**config.mk**
```make
export PLATFORM = sky130hd
export DESIGN_NAME = text_overlay_scheduler
export DESIGN_NICKNAME = d
export VERILOG_FILES = /design/src/rtl/text_sched_pkg.sv /design/src/rtl/text_sched_timer.sv /design/src/rtl/text_overlay_scheduler.sv
export SDC_FILE = /design/constraint.sdc
export NUM_CORES = 1
export LEC_CHECK = 0
export CAP_MARGIN = 20
export CORE_MARGIN = 3
export CORE_UTILIZATION = 50
export CTS_BUF_LIST = sky130_fd_sc_hd__clkbuf_8
export DETAILED_ROUTE_END_ITERATION = 6
export PLACE_DENSITY = 0.74
export SLEW_MARGIN = 0
export SYNTH_ARGS = -nofsm -noshare
export SYNTH_HDL_FRONTEND = slang
export SYNTH_SLANG_ARGS = --single-unit
```
**constraint.sdc**
```tcl
create_clock -name clk_i -period 2.7 [get_ports clk_i]
set_clock_uncertainty 0.2 [all_clocks]
set_input_delay 0.675 -clock clk_i [delete_from_list [all_inputs] [get_ports clk_i]]
set_output_delay 0.675 -clock clk_i [all_outputs]
set_load 0.01 [all_outputs]
```
**src/rtl/text_sched_pkg.sv**
```systemverilog
// text_sched_pkg: shared types and widths for the text overlay scheduler.
//   phase_e   - sequencer phase, encoding is visible on the phase_o debug port
//   PHASE_W   - phase encoding width
//   OFFSET_W  - vertical offset width (offsets up to 511 px)
//   max_i     - integer max helper, used to size the frame counter
package text_sched_pkg;

  localparam int PHASE_W  = 3;
  localparam int OFFSET_W = 9;

  typedef enum logic [PHASE_W-1:0] {
    PH_BLANK     = 3'd0,
    PH_SLIDE_IN  = 3'd1,
    PH_HOLD      = 3'd2,
    PH_BLINK     = 3'd3,
    PH_SLIDE_OUT = 3'd4
  } phase_e;

  function automatic int max_i(input int a, input int b);
    return (a > b) ? a : b;
  endfunction

endpackage

```
**src/rtl/text_sched_timer.sv**
```systemverilog
// text_sched_timer: frame counter for the overlay sequencer.
// Ports:
//   clk_i   pixel clock
//   rst_i   synchronous active-high reset (count -> 0)
//   clr_i   synchronous clear, wins over en_i
//   en_i    count one accepted frame
//   tc_i    terminal count to compare against
//   cnt_o   current count
//   done_o  cnt_o == tc_i (combinational)
module text_sched_timer #(
  parameter int CNT_W = 8
) (
  input  logic             clk_i,
  input  logic             rst_i,
  input  logic             clr_i,
  input  logic             en_i,
  input  logic [CNT_W-1:0] tc_i,
  output logic [CNT_W-1:0] cnt_o,
  output logic             done_o
);

  logic [CNT_W-1:0] cnt_q, cnt_d;

  always_comb begin
    cnt_d = cnt_q;
    if (clr_i)     cnt_d = '0;
    else if (en_i) cnt_d = cnt_q + 1'b1;
  end

  always_ff @(posedge clk_i) begin
    if (rst_i) cnt_q <= '0;
    else       cnt_q <= cnt_d;
  end

  assign cnt_o  = cnt_q;
  assign done_o = (cnt_q == tc_i);

endmodule

```
**src/rtl/text_overlay_scheduler.sv**
```systemverilog
// text_overlay_scheduler: frame-rate sequencer for bitmap text overlays.
// Steps the selected text through BLANK -> SLIDE_IN -> HOLD -> [BLINK] ->
// SLIDE_OUT, then advances to the next text. All state moves only on an
// accepted frame (frame_start_i & ~pause_i), i.e. inside vblank.
// Build option: define TEXT_SCHED_BLINK_EN to include the BLINK phase;
// without it HOLD goes straight to SLIDE_OUT and BLINK_FRAMES is unused.
// Ports:
//   clk_i             pixel clock
//   rst_i             synchronous active-high reset
//   frame_start_i     one-cycle pulse at start of vblank
//   pause_i           level, drops frame_start_i while high
//   text_active_i     per-generator pixel hit
//   text_sel_o        index of current text
//   y_offset_o        vertical offset added to y by the top
//   phase_o           current phase encoding
//   overlay_active_o  final overlay pixel (combinational, zero latency)
module text_overlay_scheduler
  import text_sched_pkg::*;
#(
  parameter int NUM_TEXTS    = 4,
  parameter int BLANK_FRAMES = 30,
  parameter int HOLD_FRAMES  = 120,
  parameter int BLINK_FRAMES = 32,
  parameter int SLIDE_DIST   = 160,
  parameter int SLIDE_STEP   = 2
) (
  input  logic                         clk_i,
  input  logic                         rst_i,
  input  logic                         frame_start_i,
  input  logic                         pause_i,
  input  logic [NUM_TEXTS-1:0]         text_active_i,
  output logic [$clog2(NUM_TEXTS)-1:0] text_sel_o,
  output logic [OFFSET_W-1:0]          y_offset_o,
  output logic [PHASE_W-1:0]           phase_o,
  output logic                         overlay_active_o
);

  localparam int SEL_W = $clog2(NUM_TEXTS);
  localparam int MAXF  = max_i(max_i(BLANK_FRAMES, HOLD_FRAMES), BLINK_FRAMES);
  // at least 4 bits so the blink bit (cnt[3]) always exists
  localparam int CNT_W = max_i($clog2(MAXF + 1), 4);

  phase_e              state_q, state_d;
  logic [OFFSET_W-1:0] y_offset_q, y_offset_d;
  logic [SEL_W-1:0]    text_sel_q, text_sel_d;

  logic             accept;
  logic             visible;
  logic             cnt_clr, cnt_en, cnt_done;
  logic [CNT_W-1:0] cnt_tc, frame_cnt;
  logic             cnt_unused;

  assign accept = frame_start_i & ~pause_i;

  text_sched_timer #(.CNT_W(CNT_W)) u_timer (
    .clk_i  (clk_i),
    .rst_i  (rst_i),
    .clr_i  (cnt_clr),
    .en_i   (cnt_en),
    .tc_i   (cnt_tc),
    .cnt_o  (frame_cnt),
    .done_o (cnt_done)
  );

  // only cnt[3] is read here, and only in the blink build
  assign cnt_unused = ^frame_cnt;

  always_comb begin
    state_d    = state_q;
    y_offset_d = y_offset_q;
    text_sel_d = text_sel_q;
    cnt_clr    = 1'b0;
    cnt_en     = 1'b0;
    cnt_tc     = '0;
    visible    = 1'b0;
    case (state_q)
      PH_BLANK: begin
        cnt_tc = CNT_W'(BLANK_FRAMES - 1);
        if (accept) begin
          if (cnt_done) begin
            state_d    = PH_SLIDE_IN;
            y_offset_d = OFFSET_W'(SLIDE_DIST);
            cnt_clr    = 1'b1;
          end else begin
            cnt_en = 1'b1;
          end
        end
      end
      PH_SLIDE_IN: begin
        visible = 1'b1;
        if (accept) begin
          // saturate at 0 instead of wrapping below zero
          if (y_offset_q <= OFFSET_W'(SLIDE_STEP)) begin
            y_offset_d = '0;
            state_d    = PH_HOLD;
            cnt_clr    = 1'b1;
          end else begin
            y_offset_d = y_offset_q - OFFSET_W'(SLIDE_STEP);
          end
        end
      end
      PH_HOLD: begin
        visible = 1'b1;
        cnt_tc  = CNT_W'(HOLD_FRAMES - 1);
        if (accept) begin
          y_offset_d = '0;
          if (cnt_done) begin
`ifdef TEXT_SCHED_BLINK_EN
            state_d = PH_BLINK;
`else
            state_d = PH_SLIDE_OUT;
`endif
            cnt_clr = 1'b1;
          end else begin
            cnt_en = 1'b1;
          end
        end
      end
`ifdef TEXT_SCHED_BLINK_EN
      PH_BLINK: begin
        // 8 frames on, 8 off, starting visible
        visible = ~frame_cnt[3];
        cnt_tc  = CNT_W'(BLINK_FRAMES - 1);
        if (accept) begin
          if (cnt_done) begin
            state_d = PH_SLIDE_OUT;
            cnt_clr = 1'b1;
          end else begin
            cnt_en = 1'b1;
          end
        end
      end
`endif
      PH_SLIDE_OUT: begin
        visible = 1'b1;
        if (accept) begin
          if (y_offset_q >= OFFSET_W'(SLIDE_DIST - SLIDE_STEP)) begin
            y_offset_d = OFFSET_W'(SLIDE_DIST);
            state_d    = PH_BLANK;
            text_sel_d = (text_sel_q == SEL_W'(NUM_TEXTS - 1)) ? '0
                                                               : text_sel_q + 1'b1;
          end else begin
            y_offset_d = y_offset_q + OFFSET_W'(SLIDE_STEP);
          end
        end
      end
      default: state_d = PH_BLANK;
    endcase
  end

  always_ff @(posedge clk_i) begin
    if (rst_i) begin
      state_q    <= PH_BLANK;
      y_offset_q <= OFFSET_W'(SLIDE_DIST);
      text_sel_q <= '0;
    end else begin
      state_q    <= state_d;
      y_offset_q <= y_offset_d;
      text_sel_q <= text_sel_d;
    end
  end

  assign text_sel_o       = text_sel_q;
  assign y_offset_o       = y_offset_q;
  assign phase_o          = state_q;
  assign overlay_active_o = visible & text_active_i[text_sel_q];

endmodule

```
==> flow_summary.ini, run 1 <==
[outcome]
status = complete, no violations

[power_and_ir_drop]
internal_power_w = 0.000447
power_density_nw_per_um2 = 287
seqPwrFrac_pct = 52.6
switching_power_w = 0.000122
power.share.clock_pct = 40.3
p_leak_nw = 0.730
switching_share_pct = 21.4
comb_power_share_pct = 7.1
ir_worst_vdd_mv = 0.220

[layout]
diodes = 0
drive_above_1_share_pct = 17.7
area_delta_synth_final_pct = 23.0
fin_nets = 240

[sta]
max_freq_mhz = 376
rsz0062_at_grt = false
slew_violations = 0
tightestPinTransition_ps = 594
fin_crit_sh_pct = 98.4
fin_crit_ps = 2660
hold_viol = 0
finalSetupTns_ps = 0
finalSetupViolCount = 0
holdWs_ps = 326
max_slew_margin_pct = 60.3

[worst_setup_path]
crit_required_ps = 1820
path_cells = clkdlybuf4s50_1 > mux4_2 > and2_1 > buf_2
crit_start = text_active_i[1]
cp_max_fo = 1
r2r_slack_ps = 220
start_kind = input port
max_stage_delay_ps = 440
crit_family = buffers and inverters
path_buf_inv = 2
cp-end-kind = primary output
crit_type = input port to primary output
cp.arrival_ps = 1780
crit_slowest_cell = mux4_2
r2r-start = y_offset_o[1]

[synthesis]
seq_area_frac_synth_pct = 24.8
yosys_warnings = 0
yosysTopAreaCellShare_pct = 24.8
syn-instance-count = 195
synth_top_area_cell = dfxtp_1
synth_area_leaders = dfxtp_1 25%, nor3_1 5.0%, a21oi_1 4.3%
syn_area_um2 = 1610
synth_edf_count = 0
ys_seq_elements = 20
syn_area_per_cell_um2 = 8.26
synth.net_count = 208
synth_async_sr_flop_share_pct = 0
ys_types = 64
synth_ff_type = dfxtp_1

[placement]
gp_congestion = 0.914
portBuffers = 21
dp_hpwl_um = 3290

[clock_network]
root_buffer = clkbuf_8
htree_levels = 1
clk_pin_slew_ps = 70
cts.sinks = 20
cts_hold_buf = 0
cts_tree = yes
clk_latency_ps = 260
cts_made_buffers = 3
clockBufferDepth = 2

[drt]
via_per_inst = 6.29
first_pass_iters = 4
avgRoutedWirePerCell_um = 15.8
vias = 1686
drc = 0
drt_iter0_drc = 123
wirelength_um = 4250
ant_nets = 0

[hold_path]
hold_start = text_sel_o[0]
hp-class = register to register

[global_routing]
grt_pass1_vias = 1557
grt_overflow = 0
track_usage_pct = 22.4
grt_max_degree = 14
antenna_found_initial = 0
grt_pass1_wl_um = 7360

[floorplanning]
start_util_pct = 55.6
die_height_um = 62.8
fp-row-count = 19
die-area_um2 = 3940
io_pins = 23
die_x_um = 62.8
core_um2 = 2900

[job]
max-cap-violations = 0
## layer usage
layer  global-route usage (%)  part of all wire (%)  up-vias  wire length [um]
li1                         -                     -      809                 -
met1                     31.1                    45      808              1930
met2                     35.0                    47       65              1990
met3                     3.96                   7.2        4               307
met4                     6.89                  0.52        0                22
met5                        0                     0        -                 0
## Yosys cell counts (2+ instances only)
cell      instances
mux2_2            2
a211oi_1          4
nand4b_1          2
a21oi_1          14
nand2_1          10
o21a_1            2
clkbuf_8          3
and2_1            2
clkbuf_1          6
nor2b_1           3
and3_1            2
and4b_1           2
nand3_1           9
dfxtp_1          20
o211ai_1          3
nor3b_2           2
xnor2_1           6
inv_1             4
ha_1              5
a211o_1           3
o21ai_0           9
nor3_1           16
xor2_1            2
a311o_1           2
nor2_1           15
a221o_1           3
or3_1             2
nand4_1           3
mux2i_1           4
## path summary, 6_finish.rpt
path	end	cells past startpoint
min	text_sel_o[0]	2
max	overlay_active_o	4
min reg2reg	text_sel_o[0]	2
max reg2reg	y_offset_o[3]	6
## per-stage QoR
| step | std cells | total power (W) | instance area, um^2 | util [%] | setup slack [ps] |
|---|---|---|---|---|---|
| floorplan | 195 | 0.000329 | 1610 | - | 413 |
| global placement | 264 | 0.000346 | 1920 | 66.4 | -323 |
| detailed placement | 264 | 0.000347 | 1920 | 66.4 | -355 |
| CTS | 268 | 0.000576 | 1970 | 68.1 | 2.41 |
| global route | 268 | 0.000595 | 1980 | 68.3 | 3.63 |
| finish | 268 | 0.000570 | 1980 | 68.3 | 43.3 |
## cells in the final DEF (no fill, tap or decap), drive strengths merged, types with 2 or more instances in the layout
cell,n
dfxtp,20
a311o,2
mux2,2
inv,4
nand4b,2
and3,2
nand4,3
o32a,2
and4b,2
a211o,3
nor2,16
o21ai,9
xor2,2
a21oi,14
xnor2,6
buf,20
and2,2
or2,2
a211oi,5
o21a,2
nand2,10
clkbuf,4
nor3,16
a221o,3
nand3,9
ha,5
or3,2
mux2i,4
clkdlybuf4s50,17
o211ai,3
nor3b,3
dlymetal6s2s,3
nor2b,3
## power groups by stage
stage	registers (W)	clock network [W]	logic (W)
6_report	0.000299	0.000230	0.0000404
5_1_grt	0.000300	0.000250	0.0000443
4_1_cts	0.000299	0.000236	0.0000408
3_5_place_dp	0.000306	0	0.0000408
3_3_place_gp	0.000306	0	0.0000399
2_1_floorplan	0.000306	0	0.0000234
## flip-flops by register name (all words and copies together) (netlist names)
name / count
phase_o: 3
text_sel_o: 2
u_timer.cnt_o: 7
y_offset_o: 8
## layout make-up
class	instances	area, um^2
clock buffers	4	55.1
fillers	261	918
inverters	4	15.0
well taps	42	52.6
repair buffers	40	355
flip-flops and latches	20	400
multi-input cells	158	1100
## kinds of logic (layout without fill, tap and decap cells)
| family | Yosys count | in the layout | synth area share [%] |
|---|---|---|---|
| other cells | 1 | 1 | 0.233 |
| fa+ha+maj | 6 | 6 | 4.50 |
| simple gates | 79 | 79 | 27.6 |
| xor+xnor | 8 | 8 | 4.35 |
| mux | 7 | 7 | 5.28 |
| flops | 20 | 20 | 24.8 |
| compound gates | 57 | 57 | 26.6 |
| buf+inv | 17 | 48 | 6.68 |
## what timing repair did
item                                    4_1_cts  5_1_grt
endpoints found under the setup margin        1        1
cloned                                        0        0
setup buffers                                 0        0
pin swaps                                     1        0
resized for setup                             4        3
## worst min-delay path: stages (launching register included)
cell,delay (ps)
dfxtp_1,360
nand2_1,70
a21oi_1,50
(Power assumes the default switching activity.)
==> run 2, diff against run 1 <==
--- a/config.mk
+++ b/config.mk
@@ -6,7 +6,7 @@
 export NUM_CORES = 1
 export LEC_CHECK = 0
 export CAP_MARGIN = 20
-export CORE_MARGIN = 3
+export CORE_MARGIN = 4
 export CORE_UTILIZATION = 50
 export CTS_BUF_LIST = sky130_fd_sc_hd__clkbuf_8
 export DETAILED_ROUTE_END_ITERATION = 6
==> flow_summary.ini, run 2 (synthesis gave the netlist of run 1 again) <==
[global_routing]
track_usage_pct = 21.6
grt_max_degree = 14
grt_pass1_wl_um = 7320
grt_overflow = 0
grt_pass1_vias = 1584
antenna_found_initial = 0

[worst_setup_path]
cp-end-kind = primary output
start_kind = input port
ff2ff_path_depth = 6
path_cells = dlygate4sd2_1 > mux4_2 > and2_1 > buf_2
max_stage_delay_ps = 450
r2r-start = phase_o[1]
path_buf_inv = 2
cp_max_fo = 1
r2r_end = y_offset_o[5]
crit_slowest_cell = mux4_2
cp.arrival_ps = 1650
crit_required_ps = 1820
r2r_slack_ps = 250
crit_family = multiplexers
crit_type = input port to primary output

[clock_network]
cts_hold_buf = 0
cts.sinks = 20
cts_made_buffers = 3
clk_pin_slew_ps = 80
clockBufferDepth = 2
clk_latency_ps = 260
htree_levels = 1
root_buffer = clkbuf_8
cts_tree = yes

[layout]
diodes = 0
largest_register_ffs = 8
fin_nets = 237
final_util_pct = 63.7
fill_cells = 296
area_delta_synth_final_pct = 21.7
layout.cells.most_common = dfxtp_1
final_cell_mix = 20 x dfxtp_1, 16 x nor3_1, 16 x clkdlybuf4s50_1, 16 x buf_4, 15 x nor2_1
final_area_um2 = 1960
drive_above_1_share_pct = 16.6

[power_and_ir_drop]
ir_worst_vdd_mv = 0.216
power_density_nw_per_um2 = 292
p_leak_nw = 0.716

[floorplanning]
die_x_um = 64.8
fp-row-count = 20
die-area_um2 = 4200
die_height_um = 64.8
start_util_pct = 52.4
core_um2 = 3080
io_pins = 23

[job]
max-cap-violations = 0

[drt]
first_pass_iters = 4
ant_nets = 0
drc = 0
avgRoutedWirePerCell_um = 15.8
drt_iter0_drc = 134
via_per_inst = 6.28
vias = 1676
wirelength_um = 4230

[hold_path]
whs_endpoint = text_sel_o[0]
hold_start = text_sel_o[0]
hp-class = register to register
min_path_cells = 2

[sta]
tightestPinTransition_ps = 631
slew_violations = 0
fin_crit_ps = 2530
max_freq_mhz = 396
hold_viol = 0
rsz0062_at_grt = false
max_slew_margin_pct = 57.8
holdWs_ps = 335
finalSetupViolCount = 0
fin_crit_sh_pct = 93.6
setup_ws_ps = 173

[placement]
portBuffers = 21
dpl_worst_slack_ps = -354
place_area_um2 = 1900
gp_congestion = 0.855
dp_hpwl_um = 3200

[outcome]
status = complete, no violations
[run 2: worst reg2reg max path, stage by stage, from the launching register on]
cell and delay (ps):
dfxtp_1 380, buf_4 190, nor3b_2 300, mux2_2 390, o32a_1 460, nor4_1 330
nor3_1 90
[run 2: per-stage QoR]
stage	instances	power (W)	TNS, ps
global route	267	0.000595	0
floorplan	195	0.000329	0
global placement	263	0.000345	-324
finish	267	0.000573	0
detailed placement	263	0.000347	-354
CTS	267	0.000577	0
[run 2: timing repair]
item | in CTS | in global routing
setup buffers | 0 | 0
resized for setup | 5 | 3
endpoints found under the setup margin | 1 | 1
[run 2: area by class of cell]
| class | count | area (um^2) | area share, % |
|---|---|---|---|
| tap | 44 | 55.1 | 2.81 |
| inverter | 4 | 15.0 | 0.766 |
| timing repair buffer | 37 | 332 | 16.9 |
| sequential | 20 | 400 | 20.4 |
| clock buffer | 4 | 55.1 | 2.81 |
| multi-input combinational | 158 | 1100 | 56.3 |
[run 2: worst max-delay path by stage]
stage | cells after the start | end | slack (ps) | from
5_1_grt | 6 | y_offset_o[5] | 90 | phase_o[1]
6_report | 4 | overlay_active_o | 170 | text_active_i[3]
2_1_floorplan | 4 | overlay_active_o | 410 | phase_o[2]
4_1_cts | 4 | overlay_active_o | 3 | text_active_i[0]
3_5_place_dp | 4 | overlay_active_o | -350 | text_active_i[3]
3_3_place_gp | 4 | overlay_active_o | -320 | text_active_i[3]
[run 2: report_power, final]
part           leakage (nW)  switching (W)  internal, W  total [W]
clock                0.0288       0.000104     0.000130   0.000234
combinational         0.526      0.0000198    0.0000199  0.0000397
sequential            0.161     0.00000301     0.000297   0.000300
[run 2: routing by layer]
metal  vias up  share of wire [%]  track usage, %
met5         -                  0               0
met4         0                1.9            7.12
met3         8                5.8            2.08
met2        62                 52            38.6
met1       805                 41            27.0
li1        801                  -               -
